## config.mk

```make
export PLATFORM = sky130hd
export DESIGN_NAME = icache_fill_ctrl
export DESIGN_NICKNAME = d
export VERILOG_FILES = /design/src/rtl/icache_fill_ctrl_pkg.sv /design/src/rtl/icache_fill_ctrl_flush_walker.sv /design/src/rtl/icache_fill_ctrl.sv
export SDC_FILE = /design/constraint.sdc
export NUM_CORES = 1
export LEC_CHECK = 0
export CAP_MARGIN = 20
export CORE_ASPECT_RATIO = 2
export CORE_MARGIN = 2
export CORE_UTILIZATION = 39
export DETAILED_ROUTE_END_ITERATION = 8
export PLACE_DENSITY = 0.72
export SLEW_MARGIN = 20
export SYNTH_ARGS = -nofsm -noshare
export SYNTH_HDL_FRONTEND = slang
export SYNTH_SLANG_ARGS = --single-unit
export TNS_END_PERCENT = 10
```

## constraint.sdc

```tcl
create_clock -name clk -period 1.6 [get_ports clk]
set_input_delay 0.32 -clock clk [delete_from_list [all_inputs] [get_ports clk]]
set_output_delay 0.32 -clock clk [all_outputs]
set_load 0.02 [all_outputs]
```

## src/rtl/icache_fill_ctrl_pkg.sv

```systemverilog
// Shared icache geometry, FSM state encoding and status-bit constants for the fill controller.
// Status slot layout per way is {valid, mru}.
package icache_fill_ctrl_pkg;

  localparam int SET_BITS_WIDTH  = 4;
  localparam int NUM_WAYS        = 4;
  localparam int TAG_WIDTH       = 8;
  localparam int SA_BITS_PER_WAY = 2;
  localparam int TA_WORD_WIDTH   = TAG_WIDTH * NUM_WAYS;
  localparam int SA_WORD_WIDTH   = SA_BITS_PER_WAY * NUM_WAYS;

  localparam logic [SA_BITS_PER_WAY-1:0] SA_VALID = 2'b10;
  localparam logic [SA_BITS_PER_WAY-1:0] SA_MRU   = 2'b01;

  typedef enum logic [2:0] {
    ST_IDLE,
    ST_FLUSH,
    ST_MEM_REQ,
    ST_MEM_WAIT,
    ST_WRITE,
    ST_DONE
  } state_t;

  function automatic logic [TA_WORD_WIDTH-1:0] replicate_tag(input logic [TAG_WIDTH-1:0] tag);
    return {NUM_WAYS{tag}};
  endfunction

  function automatic logic [SA_WORD_WIDTH-1:0] fill_status();
    return {NUM_WAYS{SA_VALID | SA_MRU}};
  endfunction

endpackage

```

## src/rtl/icache_fill_ctrl_flush_walker.sv

```systemverilog
// Set counter for the flush walk: cleared on flush entry, advances per accepted write, wraps after the last set.
// Single-cycle update; the caller gates advance/clear with halt and array ready.
module icache_flush_walker
  import icache_fill_ctrl_pkg::*;
(
  input  logic                      clk,
  input  logic                      rst,
  input  logic                      clear,
  input  logic                      advance,
  output logic [SET_BITS_WIDTH-1:0] set_next,
  output logic                      last
);

  logic [SET_BITS_WIDTH-1:0] set_idx;

  always_ff @(posedge clk) begin
    if (rst || clear) begin
      set_idx <= '0;
    end else if (advance) begin
      set_idx <= set_next;
    end
  end

  // Natural wrap of the counter returns it to set 0 after the last set.
  assign set_next = set_idx + 1'b1;
  assign last     = &set_idx;

endmodule

```

## src/rtl/icache_fill_ctrl.sv

```systemverilog
// Refill/flush sequencer and sole writer of the icache tag/status arrays; all outputs registered except o_miss_ready.
// Strobes hold until i_array_ready; i_halt freezes every register.
module icache_fill_ctrl
  import icache_fill_ctrl_pkg::*;
(
  input  logic                                clk,
  input  logic                                rst,
  input  logic                                i_halt,
  input  logic [SET_BITS_WIDTH-1:0]           i_miss_set_addr,
  input  logic [TAG_WIDTH-1:0]                i_miss_tag,
  input  logic [NUM_WAYS-1:0]                 i_miss_way,
  input  logic                                i_miss_valid,
  output logic                                o_miss_ready,
  input  logic                                i_flush_valid,
  output logic [SET_BITS_WIDTH+TAG_WIDTH-1:0] o_mem_req_addr,
  output logic                                o_mem_req_valid,
  input  logic                                i_mem_req_ready,
  input  logic                                i_mem_resp_valid,
  output logic [SET_BITS_WIDTH-1:0]           o_w_set_addr,
  output logic [TA_WORD_WIDTH-1:0]            o_w_ta_data,
  output logic [NUM_WAYS-1:0]                 o_w_ta_mask,
  output logic                                o_w_ta_valid,
  output logic [SA_WORD_WIDTH-1:0]            o_w_sa_data,
  output logic [NUM_WAYS-1:0]                 o_w_sa_mask,
  output logic                                o_w_sa_valid,
  input  logic                                i_array_ready,
  output logic                                o_busy,
  output logic                                o_fill_done
);

  state_t                    state;
  logic                      flush_pending;
  logic [SET_BITS_WIDTH-1:0] miss_set;
  logic [TAG_WIDTH-1:0]      miss_tag;
  logic [NUM_WAYS-1:0]       miss_way;
  logic                      flush_req;
  logic [SET_BITS_WIDTH-1:0] walk_next;
  logic                      walk_last;

  assign flush_req    = flush_pending | i_flush_valid;
  assign o_miss_ready = (state == ST_IDLE) && !flush_req;

  icache_flush_walker u_walker (
    .clk      (clk),
    .rst      (rst),
    .clear    (!i_halt && (state == ST_IDLE) && flush_req),
    .advance  (!i_halt && (state == ST_FLUSH) && i_array_ready),
    .set_next (walk_next),
    .last     (walk_last)
  );

  always_ff @(posedge clk) begin
    if (rst) begin
      state           <= ST_IDLE;
      flush_pending   <= 1'b0;
      miss_set        <= '0;
      miss_tag        <= '0;
      miss_way        <= '0;
      o_mem_req_addr  <= '0;
      o_mem_req_valid <= 1'b0;
      o_w_set_addr    <= '0;
      o_w_ta_data     <= '0;
      o_w_ta_mask     <= '0;
      o_w_ta_valid    <= 1'b0;
      o_w_sa_data     <= '0;
      o_w_sa_mask     <= '0;
      o_w_sa_valid    <= 1'b0;
      o_busy          <= 1'b0;
      o_fill_done     <= 1'b0;
    end else if (!i_halt) begin
      // A flush seen mid-refill is remembered; one seen during FLUSH is absorbed.
      if ((state inside {ST_MEM_REQ, ST_MEM_WAIT, ST_WRITE, ST_DONE}) && i_flush_valid) begin
        flush_pending <= 1'b1;
      end
      case (state)
        ST_IDLE: begin
          if (flush_req) begin
            state         <= ST_FLUSH;
            flush_pending <= 1'b0;
            o_busy        <= 1'b1;
            o_w_set_addr  <= '0;
            o_w_sa_data   <= '0;
            o_w_sa_mask   <= '1;
            o_w_sa_valid  <= 1'b1;
          end else if (i_miss_valid) begin
            state           <= ST_MEM_REQ;
            miss_set        <= i_miss_set_addr;
            miss_tag        <= i_miss_tag;
            miss_way        <= i_miss_way;
            o_busy          <= 1'b1;
            o_mem_req_addr  <= {i_miss_tag, i_miss_set_addr};
            o_mem_req_valid <= 1'b1;
          end
        end
        ST_FLUSH: begin
          if (i_array_ready) begin
            if (walk_last) begin
              state        <= ST_IDLE;
              o_busy       <= 1'b0;
              o_w_sa_valid <= 1'b0;
              o_w_set_addr <= '0;
            end else begin
              o_w_set_addr <= walk_next;
            end
          end
        end
        ST_MEM_REQ: begin
          if (i_mem_req_ready) begin
            state           <= ST_MEM_WAIT;
            o_mem_req_valid <= 1'b0;
          end
        end
        ST_MEM_WAIT: begin
          if (i_mem_resp_valid) begin
            state        <= ST_WRITE;
            o_w_set_addr <= miss_set;
            o_w_ta_data  <= replicate_tag(miss_tag);
            o_w_ta_mask  <= miss_way;
            o_w_ta_valid <= 1'b1;
            o_w_sa_data  <= fill_status();
            o_w_sa_mask  <= miss_way;
            o_w_sa_valid <= 1'b1;
          end
        end
        ST_WRITE: begin
          if (i_array_ready) begin
            state        <= ST_DONE;
            o_w_ta_valid <= 1'b0;
            o_w_sa_valid <= 1'b0;
            o_fill_done  <= 1'b1;
          end
        end
        ST_DONE: begin
          state       <= ST_IDLE;
          o_busy      <= 1'b0;
          o_fill_done <= 1'b0;
        end
        default: state <= ST_IDLE;
      endcase
    end
  end

endmodule

```

## Word level (Yosys, flattened, before mapping)

Index checks and enable logic that the tools add are counted.

- Flip-flop bits (word level): 93
- Bits of input ports: 24
- Word-level logic and storage cells: 101
- Output and inout port bits: 70

- Add/subtract/negate cells: 1
- Reductions and logical operators: 29
- Mux-type cells: 37
- Equality and inequality tests: 14
- Bitwise logic cells: 3

Operators with widths:

| kind | count |
|---|---|
| 4-bit 2-to-1 mux | 6 |
| 3-bit 2-to-1 mux | 7 |
| 8-bit 2-to-1 mux | 2 |
| 8-bit case mux with 2 select lines | 1 |
| 4-bit AND reduction | 4 |
| 3-bit case mux with 5 select lines | 1 |
| 5-bit AND reduction | 3 |
| 2-bit inequality test (second input constant) | 7 |
| 7-bit AND reduction | 2 |
| 1-bit 2-to-1 mux | 13 |
| 4-bit case mux with 3 select lines | 1 |
| 4-bit case mux with 2 select lines | 1 |
| 2-bit nonzero test | 4 |
| 4-bit nonzero test | 2 |
| 3-bit by 2-bit equality test with 1-bit output (second input constant) | 2 |
| 3-bit equality test (second input constant) | 2 |
| 1-bit logical AND | 6 |
| 1-bit case mux with 2 select lines | 3 |
| 3-bit AND reduction | 2 |
| 3-bit nonzero test | 2 |
| 4-bit by 1-bit adder with 4-bit output (second input constant) | 1 |
| 1-bit case mux with 4 select lines | 1 |
| 3-bit by 1-bit equality test with 1-bit output (second input constant) | 1 |
| 3-bit logical NOT | 1 |
| other kinds (7) | 9 |

## Depth between registers and ports, before layout

- Depth after elaboration: 6
- Mapped depth: 7
- Gate-level depth less buffers: 6

## Modules after synthesis

Synthesis repeated with hierarchy kept, for this count alone.

- Cell total of the unflattened synthesis: 289
- Area, all modules: 2,483.6 µm²

Modules (own cells, without submodules):

| module | area each (µm²) | times used | sequential area each (µm²) | cells each |
|---|---|---|---|---|
| icache_fill_ctrl | 2,273.4 | 1 | 920.9 | 267 |
| icache_flush_walker | 210.2 | 1 | 80.1 | 22 |

## Worst setup path before layout

No wires, ideal clock.

- Kind: register to register
- Start: register state[2]
- End: register o_w_set_addr[0]
- Data required time: 1.472 ns
- Arrival time: 1.416 ns
- Stages on the path, launching flop included: 7
- Path buffers: 1
- Setup time: 0.128 ns
- Clock period less this slack: 1.544 ns
- Setup slack: 0.056 ns
- Path through: dfxtp_1 -> buf_6 -> inv_1 -> ha_1 -> o211ai_2 -> mux2i_1 -> nor2_1

- Longest elaborated chain between the ends: 3
- Elaborated cells between the ends (all ways): 9
- Classes of those cells: eq/ne (5); mux (1); reduce/logical (3)

Ends and longest elaborated chain:

| element | RTL line | text |
|---|---|---|
| from (decl) | icache_fill_ctrl.sv:31 | `state_t state;` |
| from (signal assigned) | icache_fill_ctrl.sv:54 | `state <= ST_IDLE;` |
| from (signal assigned) | icache_fill_ctrl.sv:78 | `state <= ST_FLUSH;` |
| from (signal assigned) | icache_fill_ctrl.sv:86 | `state <= ST_MEM_REQ;` |
| 3-bit by 1-bit equality test with 1-bit output, or another cell as far along | icache_fill_ctrl.sv:75 | `case (state)` |
| 2-bit inequality test (no line) / 3-bit nonzero test (equally long branches) | n/a |  |
| 5-bit AND reduction (no line) | n/a |  |
| to (signal assigned) | icache_fill_ctrl.sv:103 | `o_w_set_addr <= walk_next;` |
| to (signal assigned) | icache_fill_ctrl.sv:116 | `o_w_set_addr <= miss_set;` |
| to (decl) | icache_fill_ctrl.sv:19 | `output logic [SET_BITS_WIDTH-1:0] o_w_set_addr,` |

Parallel ways exist; a longest one is shown, timed or not.
A chain may end at the register's enable or synchronous reset.

## Worst setup path in the final report

- Start: register flush_pending
- End: output o_miss_ready

- Longest elaborated chain between the ends: 3

Ends and longest elaborated chain:

| element | RTL line | text |
|---|---|---|
| from (decl) | icache_fill_ctrl.sv:32 | `logic flush_pending;` |
| from (signal assigned) | icache_fill_ctrl.sv:55 | `flush_pending <= 1'b0;` |
| from (signal assigned) | icache_fill_ctrl.sv:73 | `flush_pending <= 1'b1;` |
| from (signal assigned) | icache_fill_ctrl.sv:79 | `flush_pending <= 1'b0;` |
| 1-bit OR | icache_fill_ctrl.sv:40 | `assign flush_req = flush_pending \| i_flush_valid;` |
| 1-bit logical NOT | icache_fill_ctrl.sv:41 | `assign o_miss_ready = (state == ST_IDLE) && !flush_req;` |
| 1-bit logical AND | icache_fill_ctrl.sv:41 |  |
| to (decl) | icache_fill_ctrl.sv:13 | `output logic o_miss_ready,` |

No other way between the ends.

==> metrics.cfg <==
[synth]
synth.largest_area_cell=dfxtp_1
ys_warn_count=0
synthesis.nets=321
yosysSeqAreaShare_pct=41.9
yosys.area.top_type_share_pct=41.9
syn_area_mm2=0.00239
synth_common_cells=nand2_1, dfxtp_1, a21oi_1
ys.flop_type=dfxtp_1
synth_edf_count=0
async_flop_share_pct=0
synth_area_per_cell_um2=8.09
yosysMostFrequentCell=nand2_1
synth_area_leaders=dfxtp_1, nand2_1, buf_4, a21oi_1, nor2_1
synth_cell_types=45
syn_inst=295
synth-seq-cells=50

[sta]
drv_slew=0
rsz0062_at_grt=true
period_share_pct=107
fin_worst_skew_ps=3.47
slew_headroom_pct=76.9
finalCriticalPeriod_ps=1710
setup_viol=6
worst_pin_slew_ps=345
finalHoldViolations=0
worst_slack_ps=-111
max_clock_freq_mhz=584

[critical_path]
critPathBufInv=2
worstPathMaxFanout=2
required_ps=1280
worstPathCellList=or2_4, or3_4, inv_2, buf_6
cp_top_family=simple AND/OR/NAND/NOR gates
reg2regPathDepth=7
rr_endpoint=o_w_set_addr[0]$_SDFFE_PP0P_
r2r_setup_slack_ps=-70
slowest_stage=or3_4
arrival_ps=1390
crit_path_end_kind=output pin
critical_path_class=reg -> out
r2r_start=flush_pending$_SDFFE_PP0N_
slowest_delay_ps=380
startpoint_type=flop

[placement]
dp.cells=444
gp_congestion=0.924
pre_cts_slack_ps=-767
io_buffer_count=93
dpl.hpwl_um=4870

[pwr]
pwr-share-seq_pct=44.4
p_leak_nw=1.84
power_density_mw_per_mm2=805
intPower_mw=2.17
ir_drop_uv=505
power.switching_mw=0.787
sw_frac_of_total_pct=26.6
pwr-share-clk_pct=34.7
combPwrFrac_pct=20.9

[routing]
drc_errors=0
drtPass1Iterations=4
drt-initial-drc-count=39
routedWlPerCell_um=14.5
vias=2302
vias_per_cell=5.06
drtAntennaViolNets=0
drt-total-wl_um=6580

[cells_and_area]
fin_util_pct=61.7
insertedDiodeCount=0
multiInputGateArea_mm2=0.00113
drive_gt1_share_pct=19.9
fillers=543
instances_no_fill=455
area_growth_pct=54.0
seq_area_mm2=0.00100
layout.nets=418

[hold_path]
hold_end=state[0]$_SDFFE_PP0P_
min_from=rst
worstHoldPathCells=2
hold_path.class=in -> reg

[die]
ios=94
dieWidth_um=59.3
start_util_pct=40.1
die_area_mm2=0.00680
die_h_um=115
num_rows=40
core_mm2=0.00596

[global_route]
grt_pass1_vias=2208
grt_max_degree=29
track_usage_pct=19.9
grt_pass1_wl_um=10300
antenna_found_initial=0
gr-total-overflow=0

[clock_network]
numCtsBuffers=5
cts_hold_buf=0
htree_levels=2
clkLatencyLatePin_ps=280
cts.path.max_buffers=2
root_buffer=clkbuf_16
path_clk_slew_ps=70
clock_sinks=50
cts_tree=yes

[status]
outcome=complete, but fails checks
violations=negative setup slack

[flow_run]
maxCapViolations=0

cell type report:
cell class	instances	share of cell area [%]
Multi-Input combinational cell	194	30.9
Sequential cell	50	27.3
Clock buffer	5	3.40
Tap cell	63	2.14
Timing Repair Buffer	136	35.4
Clock inverter	2	0.408
Inverter	5	0.511
stage by stage:
step | hold WS (ps) | area (um^2) | power [mW] | TNS, ps
final | 351 | 3680 | 2.96 | -305
after global routing | 348 | 3680 | 3.08 | -581
after CTS | 339 | 3570 | 2.95 | -112
after detailed placement | 452 | 3410 | 1.89 | -13340
after global placement | 442 | 3410 | 1.88 | -13220
after floorplan | 446 | 2390 | 1.61 | 0
worst register-to-register path: cells and delay by family (launching register included):
family	cells	cell delay, ps
simple gates	3	660
compound gates	1	110
flops	1	320
buf+inv	2	300
mux	1	170
registers in the layout, indices dropped and copies added, names as in the netlist, 3 cells and up:
name,cells
miss_way,4
o_mem_req_addr,11
o_w_sa_mask,4
o_w_set_addr,4
o_w_ta_data,8
o_w_ta_mask,4
state,3
u_walker.set_idx,4
cell families (layout without fill, tap and decap cells):
logic type,Yosys count,after routing,synth area share (%)
AND/OR/NAND/NOR,119,119,23.2
AO/OA/AOI/OAI,64,64,16.6
buffers and inverters,51,148,13.7
flip-flops,50,50,41.9
XOR/XNOR,5,5,1.83
multiplexers,4,4,1.68
adder cells (fa/ha/maj),2,2,1.05
timing repair:
| item | in CTS | in global routing |
|---|---|---|
| setup buffers | 1 | 3 |
| endpoints found under the setup margin | 52 | 32 |
| resized for setup | 62 | 28 |
| pin swaps | 9 | 6 |
power by group through the flow:
stage / Clock, mW / Combinational [mW] / Sequential, mW
after global routing: 1.10 / 0.661 / 1.32
final: 1.03 / 0.619 / 1.31
after CTS: 1.05 / 0.586 / 1.31
after global placement: 0 / 0.540 / 1.34
after floorplan: 0 / 0.230 / 1.38
after detailed placement: 0 / 0.545 / 1.34
worst max path at each step:
stage	startpoint	end	cells after the start
final	flush_pending$_SDFFE_PP0N_	o_miss_ready	4
after global routing	flush_pending$_SDFFE_PP0N_	o_miss_ready	4
after CTS	flush_pending$_SDFFE_PP0N_	o_miss_ready	4
after detailed placement	i_flush_valid	o_miss_ready	5
after global placement	i_flush_valid	o_miss_ready	5
after floorplan	state[2]$_SDFFE_PP0P_	o_w_set_addr[0]$_SDFFE_PP0P_	6
routing by layer:
layer | vias to the layer above | share of wire, % | wire length [um] | track usage, %
met1 | 1074 | 36 | 2380 | 18.8
met5 | - | 0 | 0 | 0
li1 | 1141 | - | - | -
met4 | 0 | 3.0 | 197 | 8.64
met2 | 71 | 57 | 3770 | 38.5
met3 | 16 | 3.5 | 233 | 3.84
cell usage in the layout, fill, tap and decap left out, drive strengths merged:
cell type and count:
a2111o 1, a211oi 2, a21o 2, a21oi 40
a311o 1, a31oi 2, and2 1, and3 2
and3b 1, buf 45, clkbuf 5, clkdlybuf4s50 32
clkinvlp 2, dfxtp 50, dlygate4sd2 42, dlymetal6s2s 17
ha 2, inv 5, mux2i 4, nand2 67
nand2b 2, nand3 5, nand3b 1, nand4 1
nor2 23, nor2b 1, nor3 8, nor3b 2
nor4b 1, o2111ai 1, o211a 1, o211ai 1
o21ai 10, o21bai 1, o22ai 2, or2 2
or3 1, or3b 1, xnor2 2, xor2 3
(Power assumes the default switching activity.)
